$ cat config.mk
export PLATFORM = sky130hd
export DESIGN_NAME = pipe_hazard_ctrl
export DESIGN_NICKNAME = d
export VERILOG_FILES = /design/src/rtl/pipe_pkg.sv /design/src/rtl/pipe_hazard_ctrl_hazard_detect.sv /design/src/rtl/pipe_hazard_ctrl.sv
export SDC_FILE = /design/constraint.sdc
export NUM_CORES = 1
export LEC_CHECK = 0
export ABC_AREA = 1
export BUFFER_PORTS_ARGS = -buffer_cell sky130_fd_sc_hd__buf_4
export CORE_ASPECT_RATIO = 1.1
export CORE_MARGIN = 10
export CORE_UTILIZATION = 56
export DETAILED_ROUTE_END_ITERATION = 6
export GPL_TIMING_DRIVEN = 0
export PLACE_DENSITY = 0.78
export SYNTH_ARGS = -nofsm -noshare
export SYNTH_HDL_FRONTEND = slang
export SYNTH_SLANG_ARGS = --single-unit
$ cat constraint.sdc
create_clock -name clk -period 2.26 [get_ports clk]
set_input_delay 0.226 -clock clk [delete_from_list [all_inputs] [get_ports clk]]
set_output_delay 0.226 -clock clk [all_outputs]
set_load 0.1 [all_outputs]
$ cat src/rtl/pipe_pkg.sv
// Shared types for the pipeline hazard controller: FSM encoding, register-zero
// constant and the bundle of per-stage enable/clear controls.
package pipe_pkg;

   typedef enum logic {
      RUN      = 1'b0,
      MDU_WAIT = 1'b1
   } state_e;

   localparam logic [4:0] REG_ZERO = 5'd0;

   typedef struct packed {
      logic pc_en;
      logic if_id_en;
      logic if_id_clr;
      logic id_ex_en;
      logic id_ex_clr;
      logic ex_mem_en;
      logic ex_mem_clr;
      logic mem_wb_en;
      logic mem_wb_clr;
   } ctrl_t;

   // Free-running pipeline: everything advances, nothing is cleared.
   function automatic ctrl_t ctrl_run();
      ctrl_t c;
      c            = '0;
      c.pc_en      = 1'b1;
      c.if_id_en   = 1'b1;
      c.id_ex_en   = 1'b1;
      c.ex_mem_en  = 1'b1;
      c.mem_wb_en  = 1'b1;
      return c;
   endfunction

   // Front end and EX frozen; a bubble is pushed into WB.
   function automatic ctrl_t ctrl_mem_stall();
      ctrl_t c;
      c            = '0;
      c.mem_wb_en  = 1'b1;
      c.mem_wb_clr = 1'b1;
      return c;
   endfunction

   // EX held by the MDU; a bubble is pushed into MEM.
   function automatic ctrl_t ctrl_mdu_stall();
      ctrl_t c;
      c            = '0;
      c.ex_mem_clr = 1'b1;
      c.mem_wb_en  = 1'b1;
      return c;
   endfunction

endpackage

$ cat src/rtl/pipe_hazard_ctrl_hazard_detect.sv
// Load-use detector: the load in EX writes a register the ID instruction reads.
module hazard_detect
   import pipe_pkg::*;
(
   input  logic       ex_mem_read,
   input  logic [4:0] ex_wAddr,
   input  logic [4:0] id_rs,
   input  logic [4:0] id_rt,
   input  logic       id_uses_rt,
   output logic       load_use
);

   // r0 is hardwired, so a load targeting it never creates a dependency.
   assign load_use = ex_mem_read && (ex_wAddr != REG_ZERO) &&
                     ((ex_wAddr == id_rs) || (id_uses_rt && (ex_wAddr == id_rt)));

endmodule

$ cat src/rtl/pipe_hazard_ctrl.sv
// Central stall/flush controller for the 5-stage pipeline: priority mux over
// memory wait, MDU occupancy, taken branch and load-use, plus perf/timeout state.
module pipe_hazard_ctrl
   import pipe_pkg::*;
#(
   parameter int MDU_LAT = 4,
   parameter int MEM_TO  = 64
) (
   input  logic        clk,
   input  logic        rst,
   input  logic [4:0]  id_rs,
   input  logic [4:0]  id_rt,
   input  logic        id_uses_rt,
   input  logic        ex_mem_read,
   input  logic [4:0]  ex_wAddr,
   input  logic        ex_branch_taken,
   input  logic        ex_mdu_start,
   input  logic        dmem_req,
   input  logic        dmem_ack,
   output logic        pc_en,
   output logic        if_id_en,
   output logic        if_id_clr,
   output logic        id_ex_en,
   output logic        id_ex_clr,
   output logic        ex_mem_en,
   output logic        ex_mem_clr,
   output logic        mem_wb_en,
   output logic        mem_wb_clr,
   output logic        mdu_busy,
   output logic        mem_err,
   output logic [31:0] stall_cnt
);

   localparam int         TO_W         = $clog2(MEM_TO + 1);
   localparam logic [7:0] MDU_CNT_LOAD = 8'(MDU_LAT - 2);

   state_e            state_q, state_d;
   logic [7:0]        mdu_cnt_q, mdu_cnt_d;
   logic [TO_W-1:0]   to_cnt_q, to_cnt_d;
   logic              mem_err_q, mem_err_d;
   logic [31:0]       stall_cnt_q, stall_cnt_d;
   ctrl_t             ctrl;
   logic              load_use;
   logic              mem_stall;

   hazard_detect u_hazard_detect (
      .ex_mem_read (ex_mem_read),
      .ex_wAddr    (ex_wAddr),
      .id_rs       (id_rs),
      .id_rt       (id_rt),
      .id_uses_rt  (id_uses_rt),
      .load_use    (load_use)
   );

   assign mem_stall = dmem_req && !dmem_ack;

   always_ff @(posedge clk or negedge rst) begin
      if (!rst) begin
         state_q     <= RUN;
         mdu_cnt_q   <= '0;
         to_cnt_q    <= '0;
         mem_err_q   <= 1'b0;
         stall_cnt_q <= '0;
      end else begin
         state_q     <= state_d;
         mdu_cnt_q   <= mdu_cnt_d;
         to_cnt_q    <= to_cnt_d;
         mem_err_q   <= mem_err_d;
         stall_cnt_q <= stall_cnt_d;
      end
   end

   // FSM next state and output priority mux.
   always_comb begin
      state_d   = state_q;
      mdu_cnt_d = mdu_cnt_q;
      ctrl      = ctrl_run();
      if (mem_stall) begin
         ctrl = ctrl_mem_stall();
      end else if (state_q == MDU_WAIT) begin
         // At count zero this is the release cycle: the departing MDU op still
         // drives ex_mdu_start, so it must not retrigger.
         if (mdu_cnt_q != 8'd0) begin
            ctrl      = ctrl_mdu_stall();
            mdu_cnt_d = mdu_cnt_q - 8'd1;
         end else begin
            state_d = RUN;
         end
      end else if (ex_mdu_start) begin
         ctrl      = ctrl_mdu_stall();
         mdu_cnt_d = MDU_CNT_LOAD;
         state_d   = MDU_WAIT;
      end else if (ex_branch_taken) begin
         ctrl.if_id_clr = 1'b1;
         ctrl.id_ex_clr = 1'b1;
      end else if (load_use) begin
         ctrl.pc_en     = 1'b0;
         ctrl.if_id_en  = 1'b0;
         ctrl.id_ex_clr = 1'b1;
      end
      if (!rst) begin
         ctrl = '0;
      end
   end

   // Timeout counter saturates at MEM_TO so a very long stall cannot wrap it.
   always_comb begin
      to_cnt_d    = '0;
      mem_err_d   = mem_err_q;
      stall_cnt_d = stall_cnt_q;
      if (mem_stall) begin
         to_cnt_d = to_cnt_q;
         if (to_cnt_q != TO_W'(MEM_TO)) begin
            to_cnt_d = to_cnt_q + TO_W'(1);
         end
         if (to_cnt_q >= TO_W'(MEM_TO - 1)) begin
            mem_err_d = 1'b1;
         end
      end
      if (!ctrl.pc_en) begin
         stall_cnt_d = stall_cnt_q + 32'd1;
      end
   end

   assign pc_en      = ctrl.pc_en;
   assign if_id_en   = ctrl.if_id_en;
   assign if_id_clr  = ctrl.if_id_clr;
   assign id_ex_en   = ctrl.id_ex_en;
   assign id_ex_clr  = ctrl.id_ex_clr;
   assign ex_mem_en  = ctrl.ex_mem_en;
   assign ex_mem_clr = ctrl.ex_mem_clr;
   assign mem_wb_en  = ctrl.mem_wb_en;
   assign mem_wb_clr = ctrl.mem_wb_clr;
   assign mdu_busy   = (state_q == MDU_WAIT);
   assign mem_err    = mem_err_q;
   assign stall_cnt  = stall_cnt_q;

endmodule
==> summary.txt <==
Status
  – Status: finished clean

Min path
  – Worst hold start: dmem_ack
  – WHS Endpoint: to_cnt_q[3]$_DFFE_PN0P_
  – Worst Hold Depth: 4
  – Hold/Removal Path Class: input port to flop

Critical path
  – Worst setup path class: flop to output port
  – Slowest-stage cell, CP: dfrtp_1
  – Worst reg2reg startpoint: stall_cnt[0]$_DFFE_PN0N_
  – Arr. time, crit path: 1.94 ns
  – RR Endpoint: stall_cnt[16]$_DFFE_PN0N_
  – Reg2reg path depth: 7
  – CP max stage delay: roughly 0.38 ns
  – R2R Setup Slk: 0.24 ns
  – CP startpoint kind: flop
  – Worst-path fanout max: 6
  – Critical Path End Type: output port
  – Crit-path cells: inv_2 > ha_4 > nand3_4 > nor2_4 > nor2_1 > nand3_2 > nand2_2 > clkinvlp_4 > buf_6 > buf_12
  – Crit path required time: 2.03 ns

Routing
  – Met3 wire len: between 400 and 500 um
  – Top layer in use: met4
  – Routed wl met2: about 4.7 mm
  – 1st-pass router iterations: 5
  – Vias per std cell: 5.27
  – Vias: between 3000 and 4000
  – DRT antenna net count: 0
  – Routed met1 length: 3.68 mm
  – Post-route DRC: 0
  – Final WL: 9.24 mm
  – Wire per inst: 14.2 um
  – DRT iter0 DRCs: around 170

Clock network
  – Skew-Pair Late Insertion Delay: 0.31 ns
  – Clock sink total: 49
  – Total CTS buffers: 5
  – Clock buffer depth: 2
  – CTS tree: yes
  – H-tree Lvls: 2
  – Root Buffer: clkbuf_8
  – Clk slew on worst S/H paths: 0.10 ns

Pwr
  – LEAKAGE: 2.19 nW
  – Peak supply drop: between 0.0008 and 0.0009 V
  – Total Power: 3.70 mW
  – Cell area power density: between 800 and 900 mW/mm^2

Floorplanning
  – Number of I/O pins: 66
  – Die height: 100 um
  – Core box area: 0.00573 mm^2
  – Chip width: 93.1 um
  – # rows: 29
  – Die ar.: between 0.009 and 0.01 mm^2
  – Starting Density: 0.574

Final layout
  – Post-layout util: 0.735
  – Antenna cells: 0
  – Nets@finish: 602
  – Non-filler instance count after layout: 653
  – Final instance area: 0.00421 mm^2
  – Area Overhead vs Synth: 27.9%
  – Most frequent cells in the layout: 182 x nand2_1, 75 x buf_4, 60 x nor2_1, 49 x nand3_1, 47 x inv_1
  – Most common cell after layout, fill and taps aside: nand2_1
  – Share of cells above drive strength 1: 0.194

Timing
  – Final Hold Violating Endpoints: 0
  – Final Setup Violations: 0
  – Final WS setup: 0.0979 ns
  – Fmax: 0.463 GHz
  – Setup_tns: 0 ns
  – Clock period minus worst slack: 2.16 ns
  – RSZ-0062 raised after global routing: yes
  – Final Slew Violations: 0
  – Worst rel slew slack: 0.657
  – Least-Margin Pin Slew: approximately 0.51 ns
  – Hold_ws: around 0.26 ns
  – Final setup skew: 0.0118 ns
  – Fin crit share: 0.957

Synth
  – Cells after Synth: 492
  – Yosys Warn Count: 0
  – Syn Nets: 519
  – Netlist area before placement: 0.00329 mm^2
  – Yosys cell types: 24
  – Seq/Total Area, Yosys: 0.372
  – Synthesized flop and latch total: 49
  – Post-Syn Area per Cell: between 6 and 7 um^2

Global routing
  – Gr usage total: 0.199
  – Initial antenna violation count: 0
  – First-pass GRT wire length: 15.2 mm
  – Largest net degree at the start of global routing: 50
  – GR Overflow Total: 0
  – Vias in the first global route: approximately 3300

Placed design
  – Placed insts: 634
  – Pre-CTS worst setup slack: -0.169 ns
  – IO Port Bufs: 65
  – DP Area: approximately 0.004 mm^2
  – Final HPWL DP: 6.76 mm
  – GPL Wtd Cong: 0.913

Run
  – Max_cap viols: 0
repair_timing:
action	in CTS	in global routing
hold buffers	2	0
endpoints found under the hold margin	49	0
gates cloned	0	0
resized for setup	17	2
setup buffers	8	3
endpoints found under the setup margin	5	5
pin swaps	3	5
kinds of logic (layout without fill, tap and decap cells):
| logic type | Yosys count | count (layout) | share of synthesized area |
|---|---|---|---|
| buffers and inverters | 63 | 147 | 0.0862 |
| AND/OR/NAND/NOR | 328 | 328 | 0.419 |
| adder cells (fa/ha/maj) | 4 | 4 | 0.0152 |
| flip-flops | 49 | 49 | 0.372 |
| AO/OA/AOI/OAI | 22 | 22 | 0.0380 |
| XOR/XNOR | 26 | 26 | 0.0691 |
cells in the mapped netlist (all sizes together):
cell type | n | area share
nand2 | 183 | 0.21
nor2 | 66 | 0.077
nand3 | 51 | 0.078
inv | 50 | 0.057
dfrtp | 49 | 0.37
xor2 | 20 | 0.053
nor3 | 12 | 0.022
buf | 11 | 0.027
o21ai | 9 | 0.014
nand3b | 8 | 0.018
a21oi | 7 | 0.011
nand4 | 6 | 0.011
xnor2 | 6 | 0.016
o31ai | 5 | 0.011
ha | 4 | 0.015
clkbuf | 2 | 0.0023
nor3b | 1 | 0.0023
nor4 | 1 | 0.0019
o21bai | 1 | 0.0023
final cells by class:
class / instances / area [um^2]
clock buffers: 5 / 68.8
clock inverters: 3 / 65.1
fillers: 474 / 1520
well taps: 77 / 96.3
flip-flops and latches: 49 / 1230
plain buffers: 11 / 81.3
inverters: 50 / 191
repair buffers: 78 / 644
multi-input cells: 380 / 1830
worst max-delay path by stage:
stage                                   from       end  slack [ns]  cells past startpoint
finish              mdu_cnt_q[1]$_DFFE_PN0P_     pc_en         0.1                     10
global route        mdu_cnt_q[1]$_DFFE_PN0P_  id_ex_en       -0.01                      9
CTS                 mdu_cnt_q[1]$_DFFE_PN0P_     pc_en       0.003                     11
detailed placement                       rst     pc_en       -0.17                      8
global placement                         rst     pc_en       -0.14                      8
floorplan               mdu_busy$_DFFE_PN0N_     pc_en       -0.09                      8
power breakdown:
part | total [mW] | leakage (nW) | internal, mW | switching, mW
sequential | 1.17 | 0.657 | 1.01 | 0.162
combinational | 1.77 | 1.46 | 0.540 | 1.23
clock | 0.761 | 0.0681 | 0.440 | 0.321
flip-flops by register name (all words and copies together), names as in the netlist:
register and flops:
mdu_busy 1, to_cnt_q 7, stall_cnt 32, mdu_cnt_q 8, mem_err 1
per-layer routing:
layer	track usage	vias up
met1	0.218	1599
met2	0.355	105
li1	-	1709
met4	0.0962	0
met3	0.0433	27
met5	0	-
critical path, delay by kind of cell, from the launching register on:
family / cells / cell delay, ns
adders and majority gates: 1 / 0.17
buffers and inverters: 4 / 0.47
DFF: 1 / 0.38
and+or+nand+nor: 5 / 0.59
Note: power is estimated with default switching activity, not from simulation.
